--- src/rtl/vga_pkg.sv ---
// rtl/vga_pkg.sv - shared 800x600@72 timing constants, coordinate type and helpers
package vga_pkg;

  // Coordinate and frame-divider widths
  localparam int CNT_W       = 11;
  localparam int FRAME_CNT_W = 8;

  typedef logic [CNT_W-1:0]       coord_t;
  typedef logic [FRAME_CNT_W-1:0] frame_cnt_t;

  // Horizontal timing in pixel clocks
  localparam int VGA_H_VISIBLE = 800;
  localparam int VGA_H_FRONT   = 56;
  localparam int VGA_H_SYNC    = 120;
  localparam int VGA_H_BACK    = 64;
  localparam int VGA_H_TOTAL   = VGA_H_VISIBLE + VGA_H_FRONT + VGA_H_SYNC + VGA_H_BACK;

  // Vertical timing in lines
  localparam int VGA_V_VISIBLE = 600;
  localparam int VGA_V_FRONT   = 37;
  localparam int VGA_V_SYNC    = 6;
  localparam int VGA_V_BACK    = 23;
  localparam int VGA_V_TOTAL   = VGA_V_VISIBLE + VGA_V_FRONT + VGA_V_SYNC + VGA_V_BACK;

  // Sync windows (inclusive) derived from the porches: hsync 856..975, vsync 637..642
  localparam int VGA_H_SYNC_LO = VGA_H_VISIBLE + VGA_H_FRONT;
  localparam int VGA_H_SYNC_HI = VGA_H_SYNC_LO + VGA_H_SYNC - 1;
  localparam int VGA_V_SYNC_LO = VGA_V_VISIBLE + VGA_V_FRONT;
  localparam int VGA_V_SYNC_HI = VGA_V_SYNC_LO + VGA_V_SYNC - 1;

  // A divider of 0 would never tick; clamp into the representable 1..255 range
  function automatic int frame_div_eff(input int div);
    if (div < 1) begin
      return 1;
    end
    if (div > 255) begin
      return 255;
    end
    return div;
  endfunction

endpackage

--- src/rtl/vga_axis_counter.sv ---
// rtl/vga_axis_counter.sv - wrapping axis counter with carry-out and registered window decode
module vga_axis_counter
  import vga_pkg::*;
#(
  parameter int TOTAL  = VGA_H_TOTAL,
  parameter int WIN_LO = VGA_H_SYNC_LO,
  parameter int WIN_HI = VGA_H_SYNC_HI
) (
  input  logic   clk,
  input  logic   reset,
  input  logic   advance,
  output coord_t count,
  output coord_t count_next,
  output logic   carry,
  output logic   win
);

  localparam coord_t LAST = coord_t'(TOTAL - 1);
  localparam coord_t LO   = coord_t'(WIN_LO);
  localparam coord_t HI   = coord_t'(WIN_HI);

  logic at_last;

  // Next-state count and carry; carry fires on the cycle the counter wraps to 0
  always_comb begin
    at_last    = (count == LAST);
    carry      = advance && at_last;
    count_next = count;
    if (advance) begin
      count_next = at_last ? '0 : count + coord_t'(1);
    end
  end

  // Reset parks the count on its last value so the first live edge lands on 0;
  // the window flag is decoded from the next count so it lines up with count
  always_ff @(posedge clk) begin
    if (reset) begin
      count <= LAST;
      win   <= 1'b0;
    end else begin
      count <= count_next;
      win   <= (count_next >= LO) && (count_next <= HI);
    end
  end

endmodule

--- src/rtl/vga_timing_gen.sv ---
// rtl/vga_timing_gen.sv - VGA raster timing, decodes and per-N-frame motion tick
module vga_timing_gen
  import vga_pkg::*;
#(
  parameter int H_VISIBLE = VGA_H_VISIBLE,
  parameter int H_FRONT   = VGA_H_FRONT,
  parameter int H_SYNC    = VGA_H_SYNC,
  parameter int H_BACK    = VGA_H_BACK,
  parameter int V_VISIBLE = VGA_V_VISIBLE,
  parameter int V_FRONT   = VGA_V_FRONT,
  parameter int V_SYNC    = VGA_V_SYNC,
  parameter int V_BACK    = VGA_V_BACK,
  parameter int FRAME_DIV = 1
) (
  input  logic         clk,
  input  logic         reset,
  input  logic         pause,
  output logic [10:0]  X,
  output logic [10:0]  Y,
  output logic         hsync,
  output logic         vsync,
  output logic         video_on,
  output logic         frame_start,
  output logic         enable
);

  localparam int H_TOTAL   = H_VISIBLE + H_FRONT + H_SYNC + H_BACK;
  localparam int V_TOTAL   = V_VISIBLE + V_FRONT + V_SYNC + V_BACK;
  localparam int H_SYNC_LO = H_VISIBLE + H_FRONT;
  localparam int H_SYNC_HI = H_SYNC_LO + H_SYNC - 1;
  localparam int V_SYNC_LO = V_VISIBLE + V_FRONT;
  localparam int V_SYNC_HI = V_SYNC_LO + V_SYNC - 1;

  localparam coord_t     H_VIS_LAST = coord_t'(H_VISIBLE - 1);
  localparam coord_t     V_VIS_LAST = coord_t'(V_VISIBLE - 1);
  localparam coord_t     V_TICK     = coord_t'(V_VISIBLE);
  localparam int         DIV_EFF    = frame_div_eff(FRAME_DIV);
  localparam frame_cnt_t DIV_LAST   = frame_cnt_t'(DIV_EFF - 1);

  coord_t     h_count;
  coord_t     h_next;
  coord_t     v_count;
  coord_t     v_next;
  logic       h_carry;
  logic       v_carry;
  logic       h_win;
  logic       v_win;
  logic       video_next;
  logic       tick_point;
  frame_cnt_t frame_cnt;

  vga_axis_counter #(
    .TOTAL  (H_TOTAL),
    .WIN_LO (H_SYNC_LO),
    .WIN_HI (H_SYNC_HI)
  ) u_hcnt (
    .clk        (clk),
    .reset      (reset),
    .advance    (1'b1),
    .count      (h_count),
    .count_next (h_next),
    .carry      (h_carry),
    .win        (h_win)
  );

  vga_axis_counter #(
    .TOTAL  (V_TOTAL),
    .WIN_LO (V_SYNC_LO),
    .WIN_HI (V_SYNC_HI)
  ) u_vcnt (
    .clk        (clk),
    .reset      (reset),
    .advance    (h_carry),
    .count      (v_count),
    .count_next (v_next),
    .carry      (v_carry),
    .win        (v_win)
  );

  assign X     = h_count;
  assign Y     = v_count;
  assign hsync = h_win;
  assign vsync = v_win;

  // Decodes of the next raster position so registered flags align with X/Y
  always_comb begin
    video_next = (h_next <= H_VIS_LAST) && (v_next <= V_VIS_LAST);
    tick_point = (h_next == '0) && (v_next == V_TICK);
  end

  // Active-video and frame-start flags; a vertical carry means the raster
  // is about to land on (0,0)
  always_ff @(posedge clk) begin
    if (reset) begin
      video_on    <= 1'b0;
      frame_start <= 1'b0;
    end else begin
      video_on    <= video_next;
      frame_start <= v_carry;
    end
  end

  // Frame divider: tick once every DIV_EFF unpaused tick points on the first
  // blanked line, so sprites move only while the screen is dark
  always_ff @(posedge clk) begin
    if (reset) begin
      frame_cnt <= '0;
      enable    <= 1'b0;
    end else begin
      enable <= 1'b0;
      if (tick_point && !pause) begin
        if (frame_cnt == DIV_LAST) begin
          frame_cnt <= '0;
          enable    <= 1'b1;
        end else begin
          frame_cnt <= frame_cnt + frame_cnt_t'(1);
        end
      end
    end
  end

endmodule

--- config.mk ---
export PLATFORM = sky130hd
export DESIGN_NAME = vga_timing_gen
export DESIGN_NICKNAME = d
export VERILOG_FILES = /design/src/rtl/vga_pkg.sv /design/src/rtl/vga_axis_counter.sv /design/src/rtl/vga_timing_gen.sv
export SDC_FILE = /design/constraint.sdc
export NUM_CORES = 1
export LEC_CHECK = 0
export ABC_AREA = 1
export CAP_MARGIN = 25
export CORE_ASPECT_RATIO = 1.5
export CORE_MARGIN = 2
export CORE_UTILIZATION = 50
export DETAILED_ROUTE_END_ITERATION = 10
export PLACE_DENSITY = 0.71
export SLEW_MARGIN = 30
export SYNTH_ARGS = -nofsm -noshare
export SYNTH_HDL_FRONTEND = slang
export SYNTH_SLANG_ARGS = --single-unit
--- constraint.sdc ---
create_clock -name clk -period 2.32 [get_ports clk]
set_input_delay 0.696 -clock clk [delete_from_list [all_inputs] [get_ports clk]]
set_output_delay 0.696 -clock clk [all_outputs]
set_load 0.02 [all_outputs]
==> results.sh, run 1 <==
export IMPL_status="finished clean"
export IMPL_grt_first_pass_wirelength_um=9950
export IMPL_setup_viol=0
export IMPL_grt_overflow_total=0
export IMPL_drt_iter0_drc=151
export IMPL_drv_cap=0
export IMPL_cp_slowest_cell="clkdlybuf4s50_1"
export IMPL_routabilityCongestion=0.937
export IMPL_multiInputGateArea_um2=1560
export IMPL_area_growth_pct=28.0
export IMPL_hold_viol=0
export IMPL_arrival_ps=1480
export IMPL_fin_crit_sh_pct=93.8
export IMPL_power_leakage_nw=1.40
export IMPL_syn_nets=392
export IMPL_fmaxAchievable_ghz=0.460
export IMPL_instances_no_fill=495
export IMPL_hp_class="reg2reg"
export IMPL_numClockSinks=35
export IMPL_worst_pin_slew_ps=524
export IMPL_finClkSkew_ps=6.98
export IMPL_placed_area_um2=2810
export IMPL_whs_ps=575
export IMPL_syn_cell_area_um2=2390
export IMPL_vdd_drop_max_mv=0.705
export IMPL_hpwlAfterDp_um=4840
export IMPL_port_buffers=29
export IMPL_period_minus_slack_ps=2180
export IMPL_power_density_nw_per_um2=1260
export IMPL_clock_tree_buffer_depth=2
export IMPL_critPathTopFamily="buffers and inverters"
export IMPL_worstPathRequired_ps=1620
export IMPL_syn_avg_cell_area_um2=6.27
export IMPL_crit_buf_inv=1
export IMPL_ys_ff_latch=35
export IMPL_synthCells=382
export IMPL_drive_gt1_share_pct=17.2
export IMPL_antennaDiodeCount=0
export IMPL_remaining_drc_errors=0
export IMPL_ys_warn_count=0
export IMPL_clk_pin_slew_ps=70
export IMPL_register_area_um2=708
export IMPL_seq_area_frac_synth_pct=29.3
export IMPL_wl_per_cell_um=12.6
export IMPL_ys_types=35
export IMPL_via_per_inst=5.01
export IMPL_cts_tree="yes"
export IMPL_die_y_um=88.7
export IMPL_crit_chain="clkdlybuf4s50_1"
export IMPL_maxSlewHeadroom_pct=64.8
export IMPL_path_max_fanout=8
export IMPL_io_pins=30
export IMPL_core_um2=4580
export IMPL_r2r_slack_ps=170
export IMPL_tns_ps=0
export IMPL_antenna_found_initial=0
export IMPL_grt_max_degree=15
export IMPL_start_util_pct=52.3
export IMPL_clockRootBuffer="clkbuf_8"
export IMPL_placementRows=30
export IMPL_grt_use_total_pct=24.6
export IMPL_vias=2481
export IMPL_fin_area_um2=3060
export IMPL_slowest_delay_ps=670
export IMPL_critPathKind="reg2out"
export IMPL_dieArea_um2=5370
export IMPL_cp_end_kind="output pin"
export IMPL_clk_insertion_delay_late_ps=290
export IMPL_htree_num_levels=2
export IMPL_filler_cell_count=454
export IMPL_grt_pass1_vias=2281
export IMPL_final_nets=441
export IMPL_drt_total_wl_um=6250
export IMPL_dp_cells=480
export IMPL_firstDrtPassIters=4
export IMPL_drv_slew=0
export IMPL_antenna_left=0
export IMPL_startpoint_type="register"
export IMPL_die_w_um=60.5
export IMPL_cts_buffers=5
registers in the layout, indices dropped and copies added (netlist names):
name / count
u_hcnt.count: 11
u_vcnt.count: 11
frame_cnt: 8
enable: 1
frame_start: 1
u_hcnt.win: 1
u_vcnt.win: 1
video_on: 1
synthesized netlist by cell type, drive strengths merged:
master | n | area (um^2)
nand2 | 101 | 397
nor2 | 76 | 315
inv | 51 | 191
nand3 | 41 | 230
dfxtp | 35 | 701
nor3 | 17 | 106
o21ai | 10 | 53.8
xor2 | 10 | 87.6
a21oi | 7 | 38.8
ha | 7 | 87.6
nand4 | 7 | 43.8
buf | 4 | 28.8
nor4 | 4 | 31.3
nor3b | 3 | 22.5
o21bai | 2 | 15.0
a211oi | 1 | 7.51
and2 | 1 | 6.26
clkbuf | 1 | 3.75
clkinv | 1 | 3.75
nand3b | 1 | 7.51
or2 | 1 | 6.26
xnor2 | 1 | 8.76
cell families (layout without fill, tap and decap cells):
logic type                 Yosys count  after routing  share of synthesized area [%]
and+or+nand+nor                    252            252                           48.7
buffers and inverters               57            106                           9.51
DFF                                 35             35                           29.3
AOI/OAI and AO/OA                   20             20                           4.81
xor gates and xnor gates            11             11                           4.02
adders and majority gates            7              7                           3.66
worst min-delay path: stages (launching register included):
cell	delay, ps
dfxtp_1	330
inv_1	70
nand2_1	50
inv_1	40
nor2_1	40
stage by stage:
stage	power (W)	worst slack [ps]	util [%]
floorplan	0.00242	101	-
global placement	0.00305	118	61.3
detailed placement	0.00307	80.7	61.3
CTS	0.00352	74.0	63.2
global route	0.00419	-14.4	66.9
finish	0.00386	145	66.9
cell usage in the layout, fill, tap and decap left out, drive strengths merged, types with 2 or more instances in the layout:
master / count
nand2: 101
nor2: 76
inv: 51
nand3: 41
dfxtp: 35
clkdlybuf4s50: 29
buf: 18
nor3: 17
xor2: 10
o21ai: 10
nand4: 7
a21oi: 7
ha: 7
clkbuf: 6
nor4: 4
nor3b: 3
o21bai: 2
clkinv: 2
cell type report:
cell class | count | area share, %
clock buffers | 6 | 2.69
clock inverters | 1 | 0.163
well taps | 64 | 2.61
multi-input cells | 290 | 51.0
inverters | 52 | 6.37
flip-flops and latches | 35 | 23.1
repair buffers | 47 | 14.0
timing repair:
action / 4_1_cts / 5_1_grt
setup endpoints to repair: 0 / 10
setup buffers: 0 / 7
hold buffers: 0 / 0
resized for setup: 0 / 32
endpoints found under the hold margin: 0 / 0
final timing paths:
kind                        start            to  cells after the start
hold / removal       frame_cnt[7]  frame_cnt[7]                      4
setup reg to reg  u_hcnt.count[1]  frame_cnt[7]                     14
setup / recovery  u_vcnt.count[2]          Y[2]                      1
hold reg to reg      frame_cnt[7]  frame_cnt[7]                      4
metal layers:
| layer | global-route usage [%] | wire length [um] | vias to the layer above |
|---|---|---|---|
| met3 | 4.24 | 208 | 12 |
| li1 | - | - | 1307 |
| met1 | 26.5 | 2480 | 1110 |
| met5 | 0 | 0 | - |
| met2 | 46.0 | 3420 | 52 |
| met4 | 9.88 | 134 | 0 |
power by group:
group          switching, W  internal, W
logic               0.00154     0.000973
registers          0.000173     0.000728
clock network      0.000213     0.000233
total               0.00193      0.00193
Power figures use the tool's default switching activity.
==> run 2: changes to the inputs <==
==> constraint.sdc (replaced) <==
create_clock -name clk -period 2.5 [get_ports clk]
set_input_delay 0.75 -clock clk [delete_from_list [all_inputs] [get_ports clk]]
set_output_delay 0.75 -clock clk [all_outputs]
set_load 0.02 [all_outputs]
==> run 2 against run 1 <==
Effect of this change:
- count of clock-buffer cells in the layout is the same
- setup slack gained 98 ps
- critical endpoint is now frame_cnt[2]
- critical path depth grew 14
- total power shrank 10%
==> results.sh, run 2 (same netlist as run 1, synthesis figures left out) <==
export IMPL_status="finished clean"
export IMPL_clk_pin_slew_ps=80
export IMPL_period_minus_slack_ps=2260
export IMPL_register_area_um2=701
export IMPL_wl_per_cell_um=12.5
export IMPL_io_pins=30
export IMPL_multiInputGateArea_um2=1490
export IMPL_numClockSinks=35
export IMPL_remaining_drc_errors=0
export IMPL_grt_pass1_vias=2320
export IMPL_drv_cap=0
export IMPL_arrival_ps=2450
export IMPL_antenna_left=0
export IMPL_tns_ps=0
export IMPL_cts_buffers=5
export IMPL_vdd_drop_max_mv=0.629
export IMPL_critPathTopFamily="simple AND/OR/NAND/NOR gates"
export IMPL_cts_tree="yes"
export IMPL_post_route_util_pct=64.3
export IMPL_grt_use_total_pct=25.2
export IMPL_route_met3_wl_um=182
export IMPL_dieArea_um2=5370
export IMPL_grt_max_degree=15
export IMPL_hold_buffers=0
export IMPL_worstPathRequired_ps=2700
export IMPL_cp_end_kind="register"
export IMPL_drt_total_wl_um=6120
export IMPL_critPathKind="reg2reg"
export IMPL_layout_common_cells="nand2_1, nor2_1, inv_1"
export IMPL_routabilityCongestion=0.964
export IMPL_start_util_pct=52.3
export IMPL_fmaxAchievable_ghz=0.443
export IMPL_drv_slew=0
export IMPL_grt_first_pass_wirelength_um=10300
export IMPL_filler_cell_count=439
export IMPL_cp_slowest_cell="dfxtp_1"
export IMPL_hp_class="reg2reg"
export IMPL_path_max_fanout=13
export IMPL_die_w_um=60.5
export IMPL_hold_viol=0
export IMPL_maxSlewHeadroom_pct=65.3
export IMPL_power_leakage_nw=1.37
export IMPL_startpoint_type="register"
export IMPL_layout_commonest_cell="nand2_1"
export IMPL_hpwlAfterDp_um=4720
export IMPL_via_per_inst=5.10
export IMPL_core_um2=4580
export IMPL_highest_layer="met4"
export IMPL_vias=2495
export IMPL_clock_tree_buffer_depth=2
export IMPL_htree_num_levels=2
export IMPL_area_growth_pct=23.1
export IMPL_setup_viol=0
export IMPL_crit_buf_inv=2
export IMPL_placed_area_um2=2770
export IMPL_slowest_delay_ps=330
export IMPL_clockRootBuffer="clkbuf_8"
export IMPL_path_common_cell="nand2_1"
export IMPL_grt_overflow_total=0
export IMPL_finClkSkew_ps=9.72
export IMPL_fin_crit_sh_pct=90.3
export IMPL_firstDrtPassIters=4
export IMPL_final_nets=434
export IMPL_antenna_found_initial=0
export IMPL_dr_wl_met2_um=3200
export IMPL_wirelength_met1_um=2500
export IMPL_antennaDiodeCount=0
export IMPL_drive_gt1_share_pct=12.5
export IMPL_clk_insertion_delay_late_ps=300
export IMPL_fin_area_um2=2950
export IMPL_port_buffers=29
export IMPL_worst_pin_slew_ps=516
export IMPL_placementRows=30
export IMPL_crit_chain="ha_1 > nand2_1 > nor2_2 > nand3_2 > nor2_2 > buf_4 > nand2_1 > nand2_2 > inv_1 > nand2_1 > nor2_4 > nand2_2 > o21ai_0 > nand2_1 > nor2_1"
export IMPL_crit_start="u_hcnt.count[1]"
export IMPL_largestRegisters="u_hcnt.count x11, u_vcnt.count x11, frame_cnt x8"
export IMPL_worstHoldStart="frame_cnt[7]"
export IMPL_r2r_start="u_hcnt.count[1]"
export IMPL_die_y_um=88.7
export IMPL_power_density_nw_per_um2=1180
export IMPL_drt_iter0_drc=111
export IMPL_p_total_w=0.00347
## run 2: stage by stage
stage,hold WS (ps),std cells,setup slack [ps]
6_report,558,489,243
5_1_grt,594,489,-10.9
4_1_cts,560,483,227
3_5_place_dp,546,475,191
3_3_place_gp,545,475,228
2_1_floorplan,517,382,281
## run 2: path summary, 6_finish.rpt
kind	end	depth (start not counted)	slack [ps]
min	frame_cnt[7]	4	560
max reg2reg	frame_cnt[2]	15	240
max	frame_cnt[2]	15	240
min reg2reg	frame_cnt[7]	4	560
## run 2: routing by layer
layer	global-route usage, %	up-vias
met2	45.5	50
met5	0	-
li1	-	1296
met3	4.24	20
met1	27.7	1129
met4	12.6	0
## run 2: worst reg2reg max path: stages, from the launching register on
cell,delay [ps]
dfxtp_1,330
ha_1,210
nand2_1,80
nor2_2,140
nand3_2,140
nor2_2,290
buf_4,170
nand2_1,50
nand2_2,90
inv_1,50
nand2_1,100
nor2_4,60
nand2_2,210
o21ai_0,140
nand2_1,70
nor2_1,30
## run 2: report_power, final
group / switching, W / total, W / leakage, nW / internal, W
registers: 0.000147 / 0.000814 / 0.285 / 0.000667
clock network: 0.000213 / 0.000535 / 0.0612 / 0.000323
logic: 0.00135 / 0.00212 / 1.03 / 0.000765
## run 2: cell type report
type	count	area share, %
Clock buffer	6	2.80
Clock inverter	2	1.19
Inverter	52	6.63
Multi-Input combinational cell	291	50.5
Sequential cell	35	23.8
Tap cell	64	2.72
Timing Repair Buffer	39	12.4
## run 2: timing repair
action | 4_1_cts | 5_1_grt
setup endpoints to repair | 0 | 5
buffers inserted | 0 | 5
gates resized for setup | 0 | 3
==> run 3: changes to the inputs <==
--- a/config.mk
+++ b/config.mk
@@ -7,8 +7,7 @@
 export LEC_CHECK = 0
 export ABC_AREA = 1
 export CAP_MARGIN = 25
-export CORE_ASPECT_RATIO = 1.5
-export CORE_MARGIN = 2
+export CORE_MARGIN = 3
 export CORE_UTILIZATION = 50
 export DETAILED_ROUTE_END_ITERATION = 10
 export PLACE_DENSITY = 0.71
==> run 3 against run 2 <==
Effect of this change:
- die area increased by 5.3%
- clock skew increased by 1.6 ps
- cell count decreased by 2.7%
- maximum frequency increased by 0.31%
- sequential share of layout area increased by 0.091 points
==> results.sh, run 3 (same netlist as run 1, synthesis figures left out) <==
export IMPL_status="finished clean"
export IMPL_drt_total_wl_um=6070
export IMPL_area_growth_pct=22.6
export IMPL_hold_viol=0
export IMPL_arrival_ps=2430
export IMPL_port_buffers=29
export IMPL_die_w_um=75.2
export IMPL_setup_viol=0
export IMPL_final_nets=433
export IMPL_power_leakage_nw=1.37
export IMPL_grt_max_degree=19
export IMPL_p_total_w=0.00346
export IMPL_hpwlAfterDp_um=4720
export IMPL_tns_ps=0
export IMPL_slowest_delay_ps=340
export IMPL_cp_end_kind="register"
export IMPL_worst_pin_slew_ps=503
export IMPL_core_um2=4470
export IMPL_largestRegisters="u_hcnt.count x11, u_vcnt.count x11, frame_cnt x8"
export IMPL_maxSlewHeadroom_pct=66.4
export IMPL_antenna_left=0
export IMPL_start_util_pct=53.5
export IMPL_vias=2470
export IMPL_power_density_nw_per_um2=1180
export IMPL_clockRootBuffer="clkbuf_8"
export IMPL_critPathKind="reg2reg"
export IMPL_hp_class="reg2reg"
export IMPL_vdd_drop_max_mv=0.583
export IMPL_grt_setup_unrepaired="no"
export IMPL_placementRows=24
export IMPL_grt_use_total_pct=23.6
export IMPL_drt_iter0_drc=132
export IMPL_fin_crit_sh_pct=90.0
export IMPL_startpoint_type="register"
export IMPL_met2_usage_pct=37.5
export IMPL_grt_overflow_total=0
export IMPL_cts_buffers=5
export IMPL_dp_cells=466
export IMPL_layout_commonest_cell="nand2_1"
export IMPL_grt_util_met1_pct=32.0
export IMPL_die_y_um=75.2
export IMPL_use_met3_pct=4.54
export IMPL_period_minus_slack_ps=2250
export IMPL_r2r_slack_ps=250
export IMPL_hold_depth=4
export IMPL_worstPathRequired_ps=2680
export IMPL_cts_tree="yes"
export IMPL_rr_worst_depth=16
export IMPL_grt_first_pass_wirelength_um=10200
export IMPL_hold_buffers=0
export IMPL_clk_pin_slew_ps=70
export IMPL_grt_busiest_layer="met2"
export IMPL_fin_area_um2=2930
export IMPL_antennaDiodeCount=0
export IMPL_io_pins=30
export IMPL_wl_per_cell_um=12.8
export IMPL_antenna_found_initial=0
export IMPL_drv_slew=0
export IMPL_via_per_inst=5.19
export IMPL_finClkSkew_ps=11.3
export IMPL_drive_gt1_share_pct=12.7
export IMPL_crit_chain="ha_2 > nand2_1 > nor2_2 > nand3_2 > nor2_4 > clkbuf_2 > nand3_1 > nand2_1 > inv_2 > nand2_1 > nor2_1 > nand3_1 > buf_4 > o21ai_0 > nand2_1 > nor2_1"
export IMPL_remaining_drc_errors=0
export IMPL_path_max_fanout=13
export IMPL_clock_tree_buffer_depth=2
export IMPL_routabilityCongestion=0.960
export IMPL_fmaxAchievable_ghz=0.444
export IMPL_instances_no_fill=476
export IMPL_numClockSinks=35
export IMPL_clk_insertion_delay_late_ps=290
export IMPL_cp_slowest_cell="dfxtp_1"
export IMPL_dieArea_um2=5650
export IMPL_path_common_cell="nand2_1"
export IMPL_layout_common_cells="nand2_1, nor2_1, inv_1"
export IMPL_placed_area_um2=2780
export IMPL_grt_pass1_vias=2210
export IMPL_htree_num_levels=2
export IMPL_firstDrtPassIters=5
export IMPL_drv_cap=0
[run 3: path summary, 6_finish.rpt]
kind              startpoint            to
min reg2reg     frame_cnt[7]  frame_cnt[7]
max reg2reg  u_hcnt.count[0]  frame_cnt[2]
max          u_hcnt.count[0]  frame_cnt[2]
min             frame_cnt[7]  frame_cnt[7]
[run 3: critical path: cells and delay by family (launching register included)]
family / cells / cell delay (ps)
simple gates: 11 / 1050
buf+inv: 3 / 430
flops: 1 / 340
fa+ha+maj: 1 / 230
compound gates: 1 / 90
[run 3: per-layer routing]
layer	vias up	wire, um
li1	1289	-
met1	1126	2850
met2	43	2870
met3	12	212
met4	0	138
met5	-	0
[run 3: cell type report]
| class | count | area, um^2 |
|---|---|---|
| Fill cell | 434 | 1540 |
| Multi-Input combinational cell | 290 | 1490 |
| Sequential cell | 35 | 701 |
| Timing Repair Buffer | 39 | 363 |
| Tap cell | 52 | 65.1 |
| Inverter | 52 | 195 |
| Clock buffer | 6 | 82.6 |
| Clock inverter | 2 | 35.0 |
[run 3: timing repair]
item,in CTS,in global routing
resized for setup,0,8
buffers inserted,0,2
setup endpoints to repair,0,7
[run 3: per-stage QoR]
| step | util, % | hold WS, ps | setup slack (ps) |
|---|---|---|---|
| 6_report | 65.6 | 559 | 250 |
| 3_5_place_dp | 62.1 | 544 | 209 |
| 5_1_grt | 65.6 | 605 | 8.37 |
| 3_3_place_gp | 62.1 | 542 | 255 |
| 2_1_floorplan | - | 517 | 281 |
| 4_1_cts | 64.7 | 560 | 194 |
[run 3: power breakdown]
group	total [W]	switching, W	internal, W
Combinational	0.00210	0.00134	0.000760
Sequential	0.000817	0.000150	0.000667
Clock	0.000533	0.000211	0.000323
==> RTL edit (flow settings as in run 1) <==
`FRAME_CNT_W`: 8 -> 10.
--- a/src/rtl/vga_pkg.sv
+++ b/src/rtl/vga_pkg.sv
@@ -3,7 +3,7 @@
 
   // Coordinate and frame-divider widths
   localparam int CNT_W       = 11;
-  localparam int FRAME_CNT_W = 8;
+  localparam int FRAME_CNT_W = 10;
 
   typedef logic [CNT_W-1:0]       coord_t;
   typedef logic [FRAME_CNT_W-1:0] frame_cnt_t;
Check against the original RTL: no difference found for any inputs over 10 cycles, from zero or initial values and one cycle with reset high; that may be too few to reach the edited logic, so the function may still have changed.
==> RTL edit against run 1 <==
Total power shrank 7.9%. Synthesized area is 6.3% higher. Final cell count increased by 11%. Utilization fell by 0.67 points. Routed wire length increased by 11%. Global-route usage rose by 0.58 points. Worst setup slack improved by 0.0075 ns. Sequential share of layout area about the same. Sequential power down 1%. Cell area rose by 4.8%. Sequential cell count rose by 2. Combinational power decreased by 12%. Non-clock buffer count increased by 6. Largest power group unchanged.
==> RTL edit: results (changes against run 1) <==
Synthesis
  • Synth unique cells: 28 (-20%)
  • Largest cells by area after synthesis: dfxtp_1 29%, nand2_1 17%, nor2_1 13%
  • Post-Synth XOR/XNOR Area: 0.0310 (-0.00928)
  • Avg Synthesized Cell Area: 5.97 um2 (-4.7%)
  • Adder-Cell Fraction of Synth Area: 0.0344 (-0.00218)
  • Commonest cells in the netlist: 117 x nand2_1, 87 x nor2_1, 61 x inv_1
  • Syn nets: 436 (+11%)
  • Compound-cell area share of the yosys netlist: 0.0457 (-0.00237)
  • Sequential share of the synthesized area: 0.291 (-0.00168)

Routing
  • Routed vias/inst: 5.10 (+1.8%)
  • WL met1: 2790 um (+12%)
  • DRT iter0 DRCs: 160 (+6.0%)
  • Metal2 WL: 3730 um (+9.1%)
  • Total wire length: 6950 um (+11%)
  • Routed wl met3: 226 um (+8.7%)

GRT
  • Total Routing Usage GR: 0.252 (+0.00583)
  • M3 GR Usage: 0.0322 (-0.0102)
  • First-pass GRT wire length: 11,600 um (+16%)
  • Met1 GRT Util: 0.262 (-0.00249)
  • Met2 usage: 0.483 (+0.0223)
  • Pin count of the biggest net entering global routing: 24 (+9)

Layout
  • Fraction of area in registers: 0.231 (+0.000284)
  • NonClk Buf Share: 0.146 (+0.00601)
  • Non-CTS buffers: 53 (+13%)
  • Layout cells sized above 1: 0.114 (-0.0573)
  • FILL cells: 464 (+2.2%)
  • Sequential cell count: 37 (+5.7%)
  • Inverters excl. clock: 64 (+23%)
  • Footprint of the multi-input gates: 1590 um2 (+1.6%)
  • Clk tree area frac: 0.0269 (-0.00170)

Critical path
  • CP max stage delay: 0.59 ns (-0.08 ns)
  • CP max FO: 5 (-3)
  • CP Launch Point: u_hcnt.count[2]
  • Critical path endpoint: X[2]
  • FF-to-FF End: frame_cnt[6]

Power
  • NetSw: 1.74 mW (-9.8%)
  • Worst VDD drop: 0.646 mV (-8.4%)
  • Leak: 1.61 nW (+14%)
  • Clock power frac: 0.130 (+0.014)
  • Sequential power: 0.888 mW (-1%)

STA
  • Final Skew: 0.00684 ns (-0.000139 ns)

Run status
  • Run status: finished, final reports clean

Clocking
  • Clock Latency Late Sink: 0.29 ns (about the same)
[RTL edit: cell count changes after synthesis, sizes merged, moves of 2 or more]
cell / change
nor4: -3
dfxtp: +2
a21boi: +2
nand3: -2
nand2: +20
nand4: +12
a21oi: -3
nor3: -11
o21ai: +2
inv: +12
nor2: +17
[RTL edit: stage by stage]
step | total power [mW] | worst slack [ns] | hold WS (ns) | util
2_1_floorplan | 2.21 | 0.0188 | 0.496 | -
3_3_place_gp | 2.96 | 0.0958 | 0.531 | 0.629
3_5_place_dp | 2.97 | 0.0221 | 0.534 | 0.629
4_1_cts | 3.43 | 0.0141 | 0.549 | 0.647
5_1_grt | 3.84 | 0.000999 | 0.604 | 0.662
6_report | 3.56 | 0.152 | 0.559 | 0.662
[RTL edit: repair_timing]
action,in CTS,in global routing
setup buffers,0,1
endpoints found under the setup margin,0,10
gates resized for setup,0,12
